--- config.mk ---
export PLATFORM = sky130hd
export DESIGN_NAME = pos_window_accum
export DESIGN_NICKNAME = d
export VERILOG_FILES = /design/src/rtl/pos_pkg.sv /design/src/rtl/pos_window_accum_sat_add.sv /design/src/rtl/pos_window_accum.sv
export SDC_FILE = /design/constraint.sdc
export NUM_CORES = 1
export LEC_CHECK = 0
export CORE_MARGIN = 2
export CORE_UTILIZATION = 50
export DETAILED_ROUTE_END_ITERATION = 16
export PLACE_DENSITY = 0.78
export SETUP_SLACK_MARGIN = 0.5
export SYNTH_ARGS = -nofsm -noshare
export SYNTH_HDL_FRONTEND = slang
export SYNTH_SLANG_ARGS = --single-unit
--- constraint.sdc ---
create_clock -name clk -period 3.1 [get_ports clk]
set_input_delay 0.31 -clock clk [delete_from_list [all_inputs] [get_ports clk]]
set_output_delay 0.31 -clock clk [all_outputs]
set_load 0.01 [all_outputs]
--- src/rtl/pos_pkg.sv ---
// Shared definitions for the positive-sample processing chain.
package pos_pkg;

  // Window accumulator control states.
  typedef enum logic {
    ACC  = 1'b0,
    HOLD = 1'b1
  } state_t;

  // Largest value representable in an unsigned field of sum_w bits.
  function automatic int unsigned sat_max(input int unsigned sum_w);
    return (32'd1 << sum_w) - 32'd1;
  endfunction

endpackage

--- src/rtl/pos_window_accum_sat_add.sv ---
// Saturating adder: treats a negative sample as zero, zero-extends a
// non-negative one, adds it to the running sum and clamps at full scale.
module pos_window_accum_sat_add
  import pos_pkg::*;
#(
  parameter int DATA_W = 3,
  parameter int SUM_W  = 6
) (
  input  logic [SUM_W-1:0]  i_acc,
  input  logic [DATA_W-1:0] i_sample,
  output logic [SUM_W-1:0]  o_sum,
  output logic              o_sat
);

  localparam logic [SUM_W-1:0] SAT_MAX = SUM_W'(sat_max(SUM_W));

  logic [SUM_W:0] w_ext;
  logic [SUM_W:0] w_total;

  // One extra bit of headroom: a single add of a value below 2^SUM_W can
  // at most set the carry, so the carry alone signals overflow.
  assign w_ext   = i_sample[DATA_W-1] ? '0
                 : {{(SUM_W + 1 - DATA_W){1'b0}}, i_sample};
  assign w_total = {1'b0, i_acc} + w_ext;
  assign o_sat   = w_total[SUM_W];
  assign o_sum   = o_sat ? SAT_MAX : w_total[SUM_W-1:0];

endmodule

--- src/rtl/pos_window_accum.sv ---
// Windowed saturating accumulator with valid/ready in and out.
// Sums WINDOW samples, then holds the result until the consumer takes it.
module pos_window_accum
  import pos_pkg::*;
#(
  parameter int DATA_W = 3,
  parameter int WINDOW = 4,
  parameter int SUM_W  = 6
) (
  input  logic              clk,
  input  logic              rst_n,
  input  logic              clr,
  input  logic              in_valid,
  output logic              in_ready,
  input  logic [DATA_W-1:0] in_data,
  output logic              out_valid,
  input  logic              out_ready,
  output logic [SUM_W-1:0]  out_sum,
  output logic              out_sat,
  output logic              neg_err
);

  localparam int CNT_W = (WINDOW > 1) ? $clog2(WINDOW) : 1;
  localparam logic [CNT_W-1:0] CNT_LAST = CNT_W'(WINDOW - 1);

  state_t            r_state;
  state_t            w_state_next;
  logic [SUM_W-1:0]  r_sum;
  logic [CNT_W-1:0]  r_cnt;
  logic              r_sat;
  logic [SUM_W-1:0]  r_out_sum;
  logic              r_out_sat;
  logic              r_neg_err;

  logic [SUM_W-1:0]  w_sum_add;
  logic              w_sat_add;
  logic              w_in_hs;
  logic              w_last;
  logic              w_neg;

  // Handshake flags are pure state decodes: no path from in_valid/out_ready.
  assign in_ready  = (r_state == ACC);
  assign out_valid = (r_state == HOLD);
  assign out_sum   = r_out_sum;
  assign out_sat   = r_out_sat;
  assign neg_err   = r_neg_err;

  assign w_in_hs = in_valid & in_ready;
  assign w_last  = (r_cnt == CNT_LAST);
  assign w_neg   = in_data[DATA_W-1];

  pos_window_accum_sat_add #(
    .DATA_W (DATA_W),
    .SUM_W  (SUM_W)
  ) u_sat_add (
    .i_acc    (r_sum),
    .i_sample (in_data),
    .o_sum    (w_sum_add),
    .o_sat    (w_sat_add)
  );

  // Next state: clr wins, otherwise fill a window then wait for the consumer.
  always_comb begin
    w_state_next = r_state;
    if (clr) begin
      w_state_next = ACC;
    end else begin
      case (r_state)
        ACC:     if (w_in_hs && w_last) w_state_next = HOLD;
        HOLD:    if (out_ready)         w_state_next = ACC;
        default: w_state_next = ACC;
      endcase
    end
  end

  // State register.
  always_ff @(posedge clk or negedge rst_n) begin
    if (!rst_n) begin
      r_state <= ACC;
    end else begin
      r_state <= w_state_next;
    end
  end

  // Accumulation, window completion and the sticky negative-sample flag.
  always_ff @(posedge clk or negedge rst_n) begin
    if (!rst_n) begin
      r_sum     <= '0;
      r_cnt     <= '0;
      r_sat     <= 1'b0;
      r_out_sum <= '0;
      r_out_sat <= 1'b0;
      r_neg_err <= 1'b0;
    end else if (clr) begin
      // Drop the partial window; the last published sum stays visible.
      r_sum     <= '0;
      r_cnt     <= '0;
      r_sat     <= 1'b0;
      r_neg_err <= 1'b0;
    end else if (w_in_hs) begin
      if (w_neg) begin
        r_neg_err <= 1'b1;
      end
      if (w_last) begin
        r_out_sum <= w_sum_add;
        r_out_sat <= r_sat | w_sat_add;
        r_sum     <= '0;
        r_cnt     <= '0;
        r_sat     <= 1'b0;
      end else begin
        r_sum <= w_sum_add;
        r_sat <= r_sat | w_sat_add;
        r_cnt <= r_cnt + CNT_W'(1);
      end
    end
  end

endmodule
==> impl_metrics.csv <==
group,metric,value,unit
power,cellLeakagePower,0.4970,nW
drt,vias,695,
grt,grt_max_degree,19,
critical_path,max_stage_delay,510,ps
finish,layout_commonest_cell,"dfrtp_1",
sta,worst_slew_pin_slew,779.7,ps
sta,fin_ws,1058,ps
synthesis,synth-main-ff-cell,"dfrtp_1",
power,intPower,0.3463,mW
die,core,1708,µm²
power,swShare,0.2434,
run_status,status,"finished clean",
sta,skew,1.653,ps
critical_path,critPathArrivalTime,2230,ps
run,drv_cap,0,
synthesis,synth_cells,91,
grt,antenna_found_initial,0,
die,initial_core_util,0.5297,
synthesis,synth_fp_nets,103,
drt,drtPass1Iterations,4,
critical_path,r2r-end,"out_sum[3]",
synthesis,async_flop_share,1.000,
grt,grtUsageTotal,0.1786,
placed_design,port_buffers,17,
placed_design,place_ws,727.3,ps
sta,rsz0062_at_grt,"false",
sta,period_share,0.6588,
grt,grt_remaining_overflow,0,
hold_path,hold_class,"input port to async pin",
die,io_pins,18,
cts,clk_latency,300,ps
synthesis,synth_edf_count,0,
critical_path,crit_family,"simple AND/OR/NAND/NOR gates",
critical_path,crit_start,"in_data[2]",
cts,post_cts_resized,0,
critical_path,endpoint,"out_sum[3]",
die,die_w,46.54,µm
cts,clk_pin_slew,100,ps
drt,viasPerCell,5.148,
sta,post-route-min-period,2042,ps
drt,totalWireLength,1643,µm
sta,finalSetupViolations,0,
power,pwr-share-seq,0.548,
cts,ctsHoldBuffers,0,
sta,fmax,489.6,MHz
cts,cts_setup_buffers,0,
drt,drt-wirelength-per-cell,12.17,µm
finish,drive_gt1_frac,0.1091,
critical_path,path_buf_inv,1,
synthesis,synth_area_leaders,"dfrtp_1 50%, nand2_1 5.8%, a21oi_1 5.0%",
power,combPwrFrac,0.133,
die,die_h,46.54,µm
power,p_sw,0.1114,mW
die,rows,15,
critical_path,r2r_cells,6,
drt,drtAntennaViolNets,0,
critical_path,critPathMaxFanout,6,
critical_path,crit_slowest_cell,"clkdlybuf4s50_1",
critical_path,rrSetupSlack,1210,ps
cts,cts_root_buf,"clkbuf_4",
cts,cts_made_buffers,3,
synthesis,syn_area_per_cell,9.941,µm²
critical_path,worstSetupEndpointType,"flop",
power,clockPowerShare,0.320,
critical_path,path_depth,8,
finish,area_delta_synth_final,24.90,%
synthesis,synth_top_cell_by_area,"dfrtp_1",
finish,mostFrequentLayoutCells,"18 x dfrtp_1, 17 x clkdlybuf4s50_1, 14 x nand2_1",
drt,drt_iter0_drc,11,
grt,grt_pass1_wl,2663,µm
cts,clockBufferDepth,2,
placed_design,globalplace.congestion,0.7394,
sta,hold_viol_final,0,
power,power.density,405.1,nW/µm²
synthesis,synth_top_area_frac,0.4979,
cts,clock-sinks,18,
finish,antennaDiodeCount,0,
critical_path,crit_type,"input port to flop",
drt,drc,0,
critical_path,r2r-start,"r_sum[0]",
synthesis,synth_cell_type_count,27,
synthesis,synth_area,904.6,µm²
critical_path,cp.required,3290,ps
die,dieArea,2166,µm²
cts,cts_tree,"yes",
synthesis,yosysSeqAreaShare,0.4979,
cts,h-tree-depth,1,
sta,relSlewSlack,0.4786,
placed_design,dp_hpwl,1307,µm
critical_path,worstSetupStartpointType,"input port",
synthesis,synth_warnings,0,
synthesis,synth_seq_cells,18,
sta,fin_setup_tns,0,ps
critical_path,crit_chain,"clkdlybuf4s50_1 -> nor2b_1 -> ha_1 -> fa_1 -> and3_4 -> and3_1 -> nor3_1 -> o21ai_1",
power,peakVddDrop,227.5,µV
grt,grt_pass1_vias,612,
finish,nFillCells,145,
finish,finalNetCount,123,
sta,finalMaxSlewViolations,0,
==> layout make-up <==
type,count,area (µm²),share of cell area
sequential,18,450.4,0.3987
multi-input combinational,68,430.4,0.3810
timing repair buffer,17,170.2,0.1506
clock buffer,4,36.28,0.03212
tap,25,31.28,0.02769
inverter,3,11.26,0.009967
==> how the worst min path moves through the flow <==
| stage | endpoint | slack (ps) | cells past startpoint |
|---|---|---|---|
| global route | out_sat | 520 | 2 |
| finish | out_sum[3] | 460 | 1 |
| global placement | out_sum[5] | 460 | 2 |
| floorplan | neg_err | 10 | 0 |
| detailed placement | out_sum[5] | 470 | 2 |
| CTS | out_sum[1] | 480 | 1 |
==> flip-flops by register name, summed over array words and instances (netlist names) <==
signal / count
neg_err: 1
out_sat: 1
out_sum: 6
out_valid: 1
r_cnt: 2
r_sat: 1
r_sum: 6
==> cells by family after synthesis <==
logic type / Yosys count / synth area share
buffers and inverters: 5 / 0.02628
XOR/XNOR: 1 / 0.009684
AO/OA/AOI/OAI: 27 / 0.1646
AND/OR/NAND/NOR: 36 / 0.2379
adder cells (fa/ha/maj): 4 / 0.06363
flip-flops: 18 / 0.4979
==> synthesized netlist by cell type, types with 2 or more instances <==
| cell | instances |
|---|---|
| a21oi_1 | 9 |
| and3_1 | 2 |
| and3_4 | 2 |
| dfrtp_1 | 18 |
| ha_1 | 3 |
| inv_1 | 3 |
| nand2_1 | 14 |
| nor2_1 | 8 |
| nor2b_1 | 2 |
| o21ai_0 | 6 |
| o21ai_1 | 7 |
| o31ai_1 | 2 |
==> worst register-to-register path: cells and delay by family (launching register included) <==
| family | cells | cell delay, ps |
|---|---|---|
| adder cells (fa/ha/maj) | 2 | 630 |
| AO/OA/AOI/OAI | 1 | 80 |
| AND/OR/NAND/NOR | 3 | 680 |
| flip-flops | 1 | 400 |
==> stage by stage <==
| step | area, µm² | instances | total power [mW] | util | hold slack, ps |
|---|---|---|---|---|---|
| 3_3_place_gp | 1094 | 131 | 0.3151 | 0.6403 | 462.0 |
| 2_1_floorplan | 904.6 | 91 | 0.2844 | - | 14.41 |
| 4_1_cts | 1130 | 135 | 0.4619 | 0.6615 | 483.5 |
| 3_5_place_dp | 1094 | 131 | 0.3169 | 0.6403 | 466.9 |
| 6_report | 1130 | 135 | 0.4577 | 0.6615 | 455.6 |
| 5_1_grt | 1130 | 135 | 0.4794 | 0.6615 | 516.1 |
==> routing by layer <==
layer | routed length [µm] | vias to the layer above | track usage
li1 | - | 353 | -
met1 | 768 | 320 | 0.2506
met4 | 34 | 0 | 0.08571
met3 | 62 | 5 | 0.02353
met5 | 0 | - | 0
met2 | 779 | 17 | 0.2694
==> power groups by stage <==
stage,registers (mW),clock network (mW),logic (mW)
final,0.251,0.146,0.0608
after global routing,0.252,0.159,0.0684
after CTS,0.251,0.149,0.0618
after detailed placement,0.255,0,0.0614
after global placement,0.255,0,0.0605
after floorplan,0.257,0,0.0275
No activity file was read; power rests on OpenSTA's default activity.
